===== config.mk =====
export PLATFORM = sky130hd
export DESIGN_NAME = aes_stream_ctrl
export DESIGN_NICKNAME = d
export VERILOG_FILES = /design/src/rtl/aes_stream_pkg.sv /design/src/rtl/aes_blk_fifo.sv /design/src/rtl/aes_stream_ctrl.sv
export SDC_FILE = /design/constraint.sdc
export NUM_CORES = 2
export LEC_CHECK = 0
export BUFFER_PORTS_ARGS = -buffer_cell sky130_fd_sc_hd__buf_4
export CELL_PAD_IN_SITES_DETAIL_PLACEMENT = 0
export CELL_PAD_IN_SITES_GLOBAL_PLACEMENT = 1
export CORE_AREA = 2 2 357 359
export CTS_CLUSTER_DIAMETER = 120
export DETAILED_ROUTE_END_ITERATION = 6
export DIE_AREA = 0 0 359 361
export PLACE_DENSITY = 0.75
export SLEW_MARGIN = 20
export SYNTH_ARGS = -nofsm -noshare
export SYNTH_HDL_FRONTEND = slang
export SYNTH_SLANG_ARGS = --single-unit

===== constraint.sdc =====
create_clock -name clk -period 5.2 [get_ports clk]
set_input_delay 0 -clock clk [delete_from_list [all_inputs] [get_ports clk]]
set_output_delay 0 -clock clk [all_outputs]
set_load 0.05 [all_outputs]

===== src/rtl/aes_stream_pkg.sv =====
// Shared types and helpers for the AES streaming front-end.
package aes_stream_pkg;

  localparam int BLK_W = 128;

  typedef enum logic {
    MODE_ECB = 1'b0,
    MODE_CTR = 1'b1
  } mode_e;

  typedef enum logic [1:0] {
    ST_IDLE = 2'd0,
    ST_LOAD = 2'd1,
    ST_WAIT = 2'd2,
    ST_OUT  = 2'd3
  } state_e;

  // Increment only the low ctr_w bits, wrapping inside that field; upper bits are never touched.
  function automatic logic [BLK_W-1:0] ctr_inc(input logic [BLK_W-1:0] ctr, input int ctr_w);
    logic [BLK_W-1:0] mask;
    if (ctr_w >= BLK_W) mask = '1;
    else mask = (BLK_W'(1) << ctr_w) - BLK_W'(1);
    return (ctr & ~mask) | ((ctr + BLK_W'(1)) & mask);
  endfunction

endpackage


===== src/rtl/aes_blk_fifo.sv =====
// Synchronous block FIFO; a pop frees its slot for a push in the same cycle, even when full.
module aes_blk_fifo #(
  parameter int DEPTH = 4,
  parameter int BLK_W = 128
) (
  input  logic             clk,
  input  logic             rst_ni,
  input  logic             push_i,
  input  logic [BLK_W-1:0] data_i,
  input  logic             pop_i,
  output logic             full_o,
  output logic             empty_o,
  output logic [BLK_W-1:0] head_o
);

  localparam int AW = $clog2(DEPTH);

  logic [BLK_W-1:0] r_mem [DEPTH];
  logic [AW:0]      r_wr_ptr;
  logic [AW:0]      r_rd_ptr;
  logic             w_do_push;
  logic             w_do_pop;

  assign empty_o   = (r_wr_ptr == r_rd_ptr);
  assign full_o    = (r_wr_ptr[AW] != r_rd_ptr[AW]) &&
                     (r_wr_ptr[AW-1:0] == r_rd_ptr[AW-1:0]);
  assign w_do_pop  = pop_i & ~empty_o;
  assign w_do_push = push_i & (~full_o | w_do_pop);
  assign head_o    = r_mem[r_rd_ptr[AW-1:0]];

  // Pointer update; the extra MSB distinguishes full from empty.
  always_ff @(posedge clk) begin
    if (!rst_ni) begin
      r_wr_ptr <= '0;
      r_rd_ptr <= '0;
    end else begin
      if (w_do_push) r_wr_ptr <= r_wr_ptr + 1'b1;
      if (w_do_pop)  r_rd_ptr <= r_rd_ptr + 1'b1;
    end
  end

  // Storage write; contents need no reset since the pointers define validity.
  always_ff @(posedge clk) begin
    if (w_do_push) r_mem[r_wr_ptr[AW-1:0]] <= data_i;
  end

endmodule


===== src/rtl/aes_stream_ctrl.sv =====
// Streaming ECB/CTR sequencer in front of an iterative AES-128 core.
//
// state    | meaning
// ST_IDLE  | waiting for a buffered block; configuration accepted if FIFO empty
// ST_LOAD  | core_load_o high for one cycle, head block popped into r_pt
// ST_WAIT  | core busy; result captured in the cycle busy is low
// ST_OUT   | result held on dout_o until dout_ready_i
module aes_stream_ctrl
  import aes_stream_pkg::*;
#(
  parameter int DEPTH = 4,
  parameter int CTR_W = 32
) (
  input  logic             clk,
  input  logic             rst_ni,
  input  logic             cfg_we_i,
  input  logic             cfg_mode_i,
  input  logic [BLK_W-1:0] cfg_key_i,
  input  logic [BLK_W-1:0] cfg_iv_i,
  input  logic             din_valid_i,
  output logic             din_ready_o,
  input  logic [BLK_W-1:0] din_i,
  output logic             dout_valid_o,
  input  logic             dout_ready_i,
  output logic [BLK_W-1:0] dout_o,
  output logic             core_load_o,
  output logic [BLK_W-1:0] core_key_o,
  output logic [BLK_W-1:0] core_data_o,
  input  logic             core_busy_i,
  input  logic [BLK_W-1:0] core_data_i,
  output logic [15:0]      blk_cnt_o,
  output logic             idle_o
);

  state_e           r_state;
  state_e           w_state_nxt;
  mode_e            r_mode;
  logic [BLK_W-1:0] r_key;
  logic [BLK_W-1:0] r_ctr;
  logic [BLK_W-1:0] r_pt;
  logic [BLK_W-1:0] r_dout;
  logic [BLK_W-1:0] r_core_data;
  logic             r_dout_valid;
  logic [15:0]      r_blk_cnt;

  logic             w_push;
  logic             w_pop;
  logic             w_start;
  logic             w_capture;
  logic             w_release;
  logic             w_cfg_ok;
  logic             w_full;
  logic             w_empty;
  logic [BLK_W-1:0] w_head;
  logic [BLK_W-1:0] w_result;

  aes_blk_fifo #(
    .DEPTH (DEPTH),
    .BLK_W (BLK_W)
  ) u_fifo (
    .clk     (clk),
    .rst_ni  (rst_ni),
    .push_i  (w_push),
    .data_i  (din_i),
    .pop_i   (w_pop),
    .full_o  (w_full),
    .empty_o (w_empty),
    .head_o  (w_head)
  );

  assign din_ready_o  = ~w_full;
  assign w_push       = din_valid_i & ~w_full;
  assign idle_o       = (r_state == ST_IDLE) & w_empty;
  assign w_cfg_ok     = cfg_we_i & idle_o;
  assign w_result     = (r_mode == MODE_CTR) ? (core_data_i ^ r_pt) : core_data_i;

  assign core_load_o  = (r_state == ST_LOAD);
  assign core_key_o   = r_key;
  assign core_data_o  = r_core_data;
  assign dout_o       = r_dout;
  assign dout_valid_o = r_dout_valid;
  assign blk_cnt_o    = r_blk_cnt;

  // State register.
  always_ff @(posedge clk) begin
    if (!rst_ni) r_state <= ST_IDLE;
    else         r_state <= w_state_nxt;
  end

  // Next-state decode and single-cycle datapath strobes.
  always_comb begin
    w_state_nxt = r_state;
    w_start     = 1'b0;
    w_pop       = 1'b0;
    w_capture   = 1'b0;
    w_release   = 1'b0;
    unique case (r_state)
      ST_IDLE: begin
        if (!w_empty) begin
          w_start     = 1'b1;
          w_state_nxt = ST_LOAD;
        end
      end
      ST_LOAD: begin
        w_pop       = 1'b1;
        w_state_nxt = ST_WAIT;
      end
      ST_WAIT: begin
        if (!core_busy_i) begin
          w_capture   = 1'b1;
          w_state_nxt = ST_OUT;
        end
      end
      ST_OUT: begin
        if (dout_ready_i) begin
          w_release   = 1'b1;
          w_state_nxt = ST_IDLE;
        end
      end
      default: w_state_nxt = ST_IDLE;
    endcase
  end

  // Configuration, core-facing block register, result capture and block counting.
  always_ff @(posedge clk) begin
    if (!rst_ni) begin
      r_key        <= '0;
      r_mode       <= MODE_ECB;
      r_ctr        <= '0;
      r_pt         <= '0;
      r_dout       <= '0;
      r_dout_valid <= 1'b0;
      r_core_data  <= '0;
      r_blk_cnt    <= '0;
    end else begin
      if (w_cfg_ok) begin
        r_key  <= cfg_key_i;
        r_mode <= mode_e'(cfg_mode_i);
        r_ctr  <= cfg_iv_i;
      end
      // Register the core operand on entry to LOAD so it is valid alongside the load pulse.
      if (w_start) r_core_data <= (r_mode == MODE_CTR) ? r_ctr : w_head;
      if (w_pop)   r_pt <= w_head;
      if (w_capture) begin
        r_dout       <= w_result;
        r_dout_valid <= 1'b1;
        r_blk_cnt    <= r_blk_cnt + 16'd1;
        if (r_mode == MODE_CTR) r_ctr <= ctr_inc(r_ctr, CTR_W);
      end else if (w_release) begin
        r_dout_valid <= 1'b0;
      end
    end
  end

endmodule


==> out/metrics.cfg <==
[status]
status = finished, violations left
violations = design-rule violations

[timing]
report.final.slew_viol_count = 0
worstMarginPinSlew_ns = 1.16
maxSlewHeadroom = 0.229
setup_viol = 0
fmax_ghz = 0.250
hold_viol = 0
fin_crit_sh = 0.769
rsz0062_at_grt = false
clock_skew_ns = 0.0253
tns_ns = 0
period_needed_ns = 4.00

[yosys]
async_flop_share = 0
synth_nets = 4241
synth-xor-area-share = 0.0299
synth_ff_type = dfxtp_1
yosys_warnings = 0
yosysUniqueCellTypes = 56
synth_compound_area_frac = 0.0793
syn_area_mm2 = 0.0450
muxShareOfSynthArea = 0.122
synth-simple-area-share = 0.102
ys_seq_area_frac = 0.638
syn_area_per_cell_um2 = 12.1
synth_top_family_by_area = multiplexers
synth_cells = 3710
ys_seq_elements = 1180
synth_edf_count = 512
synth_fa_ha_area_frac = 0.00333

[route]
drt_wl_total_um = 151000
routed_via_density = 4.93
routedWlPerCell_um = 21.4
post-route-drc-count = 1
dr.pass1.iters = 7
vias = 34900
drtIter0Drc = 2573
final_antenna_net_count = 0

[grt]
grt_max_degree = 177
grt_pass1_wl_um = 224000
antenna_found_initial = 28
grt_pass1_vias = 35600
grt_overflow = 0
grt_usage = 0.228

[place]
port_buffers = 922
dp_hpwl_um = 99500
gp_congestion = 0.861
dp.cells = 6057

[floorplanning]
core_mm2 = 0.125
start_util = 0.359
fp.dieH_um = 361
rows = 130
die_width_um = 359
design.portCount = 923
dieArea_mm2 = 0.130

[clocking]
postCtsSetupBuffers = 0
clockRootBuffer = clkbuf_16
cts_tree = built
cts_inserted_buffers = 131
clk_pin_slew_ns = 0.06
clockBufferDepth = 3
clock-sinks = 1180
h-tree-depth = 4
insertion_delay_ns = 0.76

[critical_path]
crit_path_top_delay_cell = nand4_4
critPathMaxStageDelay_ns = 0.78
critPathCaptureType = register
critPathBufInv = 3
worst_setup_path_start_kind = register
worst-setup-path-type = register to register
critPathArrivalTime_ns = 4.69
cpMostUsedCell = dlygate4sd3_1
cpLargestDelayFamily = simple AND/OR/NAND/NOR gates
cp_max_fo = 45
cp.required_ns = 5.89
worstPathCellList = xnor2_1 -> nand4_4 -> nor2_4 -> buf_12 -> nand3_1 -> dlygate4sd3_1 -> o311ai_1 -> dlygate4sd3_1

[cells_and_area]
finalNetCount = 5832
syn2layout_area_growth_pct = 45.0
instances_no_fill = 7073
drive_above_1_share = 0.242
n_fill_cell = 10800

[min_path]
min_path_type = input pin to register

[power_and_ir_drop]
powerDensity_mw_per_mm2 = 492
leakagePower_nw = 24.2
ir_drop_mv = 0.419

[flow_run]
maxCapViolCount = 0

==> synth_stat cells (4+ instances only) <==
master       n  share of area
a311oi_1     4        0.00078
and2_1       8         0.0011
xnor2_1      6         0.0012
buf_4       10         0.0017
nor2_2       4        0.00056
a211oi_1   261          0.043
buf_2       73         0.0081
and3_1       6        0.00083
clkbuf_1   164          0.014
mux2i_1    259          0.058
nor2_1     425          0.035
edfxtp_1   512           0.34
o22ai_1      4        0.00056
ha_1        12         0.0033
buf_1       19         0.0016
a31oi_1     12         0.0017
o21ai_0     12         0.0013
nand3_1     34         0.0038
xor2_1     144          0.028
nor3_1       9         0.0010
and4_1       5        0.00097
mux4_2     128          0.064
inv_1       11        0.00092
a2bb2oi_1    6         0.0012
dfxtp_1    668           0.30
nand2_1    606          0.050
nand4_1     17         0.0024
a21oi_1    245          0.027
==> cell type report <==
class                   count  area [um^2]  area share
clock inverters            58          478     0.00732
inverters                  12         52.6    0.000805
repair buffers           1724        15000       0.230
well taps                1650         2060      0.0316
diodes                     14         35.0    0.000536
flip-flops and latches   1180        28800       0.440
multi-input cells        2252        15200       0.233
clock buffers             183         3680      0.0564
==> registers in the layout (all words and copies together) (netlist names), named ones only <==
name,flops
blk_cnt_o,16
core_data_o,128
core_key_o,128
dout_o,128
dout_valid_o,1
r_ctr,128
r_mode,1
r_pt,128
r_state,2
u_fifo.r_mem,512
u_fifo.r_rd_ptr,3
u_fifo.r_wr_ptr,3
==> through the flow <==
| step | total power [mW] | hold WS (ns) | instance area [um^2] | utilization | setup slack (ns) |
|---|---|---|---|---|---|
| after floorplan | 19.3 | 0.0989 | 45000 | - | 0.715 |
| after global placement | 22.6 | 0.201 | 53500 | 0.426 | 1.46 |
| after detailed placement | 22.8 | 0.203 | 53500 | 0.426 | 1.36 |
| after CTS | 32.4 | 0.000205 | 65300 | 0.520 | 0.858 |
| after global routing | 33.6 | 0.0108 | 65300 | 0.521 | 0.967 |
| final | 32.1 | 0.0509 | 65300 | 0.521 | 1.20 |
==> metal layers <==
metal | global-route usage | wire length [um] | vias up
met1 | 0.271 | 60600 | 16900
met4 | 0.0919 | 5420 | 20
li1 | - | - | 16500
met2 | 0.393 | 75300 | 1094
met3 | 0.0587 | 9640 | 258
met5 | 0 | 131 | -
==> worst reg2reg max path: stages, from the launching register on <==
cell           delay, ns
dfxtp_1             0.35
xnor2_1             0.53
nand4_4             0.78
nor2_4              0.65
buf_12              0.26
nand3_1             0.11
dlygate4sd3_1       0.59
o311ai_1            0.08
dlygate4sd3_1       0.58
==> what timing repair did <==
action	4_1_cts	5_1_grt
hold buffers	760	0
resized for setup	0	0
hold endpoints to repair	915	0
==> cell families (layout without fill, tap and decap cells) <==
| group | Yosys count | after routing |
|---|---|---|
| flops | 1180 | 1180 |
| simple gates | 1140 | 1140 |
| compound gates | 561 | 561 |
| mux | 387 | 387 |
| buf+inv | 278 | 1977 |
| xor+xnor | 152 | 152 |
| fa+ha+maj | 12 | 12 |
| other cells | 0 | 14 |
==> power by group <==
part,switching [mW],internal [mW],total (mW)
Clock,3.84,5.18,9.02
Combinational,7.10,3.81,10.9
Sequential,0.963,11.2,12.2
Total,11.9,20.2,32.1
==> path summary, 6_finish.rpt <==
check                                               to  slack, ns  cells after the start                            start
worst min-delay path            r_ctr[46]$_SDFFE_PN0P_       0.05                      4                     cfg_iv_i[46]
worst max register to register    r_ctr[26]$_SDFF_PN0_       1.20                      8  u_fifo.r_wr_ptr[2]$_SDFFE_PN0N_
worst max-delay path              r_ctr[26]$_SDFF_PN0_       1.20                      8  u_fifo.r_wr_ptr[2]$_SDFFE_PN0N_
worst min register to register  r_ctr[43]$_SDFFE_PN0P_       0.45                      2           r_ctr[43]$_SDFFE_PN0P_
==> placed cells by master (no fill, tap or decap), types with 5 or more instances in the layout <==
master	instances
a31oi_1	11
mux4_2	128
a21oi_1	245
nand3_1	34
clkbuf_8	8
dfxtp_1	665
clkinv_2	23
and3_1	6
clkbuf_16	137
o21ai_0	12
xor2_1	144
xnor2_1	6
ha_1	11
clkbuf_1	37
clkinv_1	15
buf_4	948
clkinvlp_4	5
inv_1	11
edfxtp_1	512
nor3_1	9
dlygate4sd3_1	760
a211oi_1	261
nand2_1	606
a2bb2oi_1	6
nand4_1	17
buf_12	16
diode_2	14
mux2i_1	259
clkinv_8	5
nor2_1	425
Note: power is estimated with default switching activity, not from simulation.
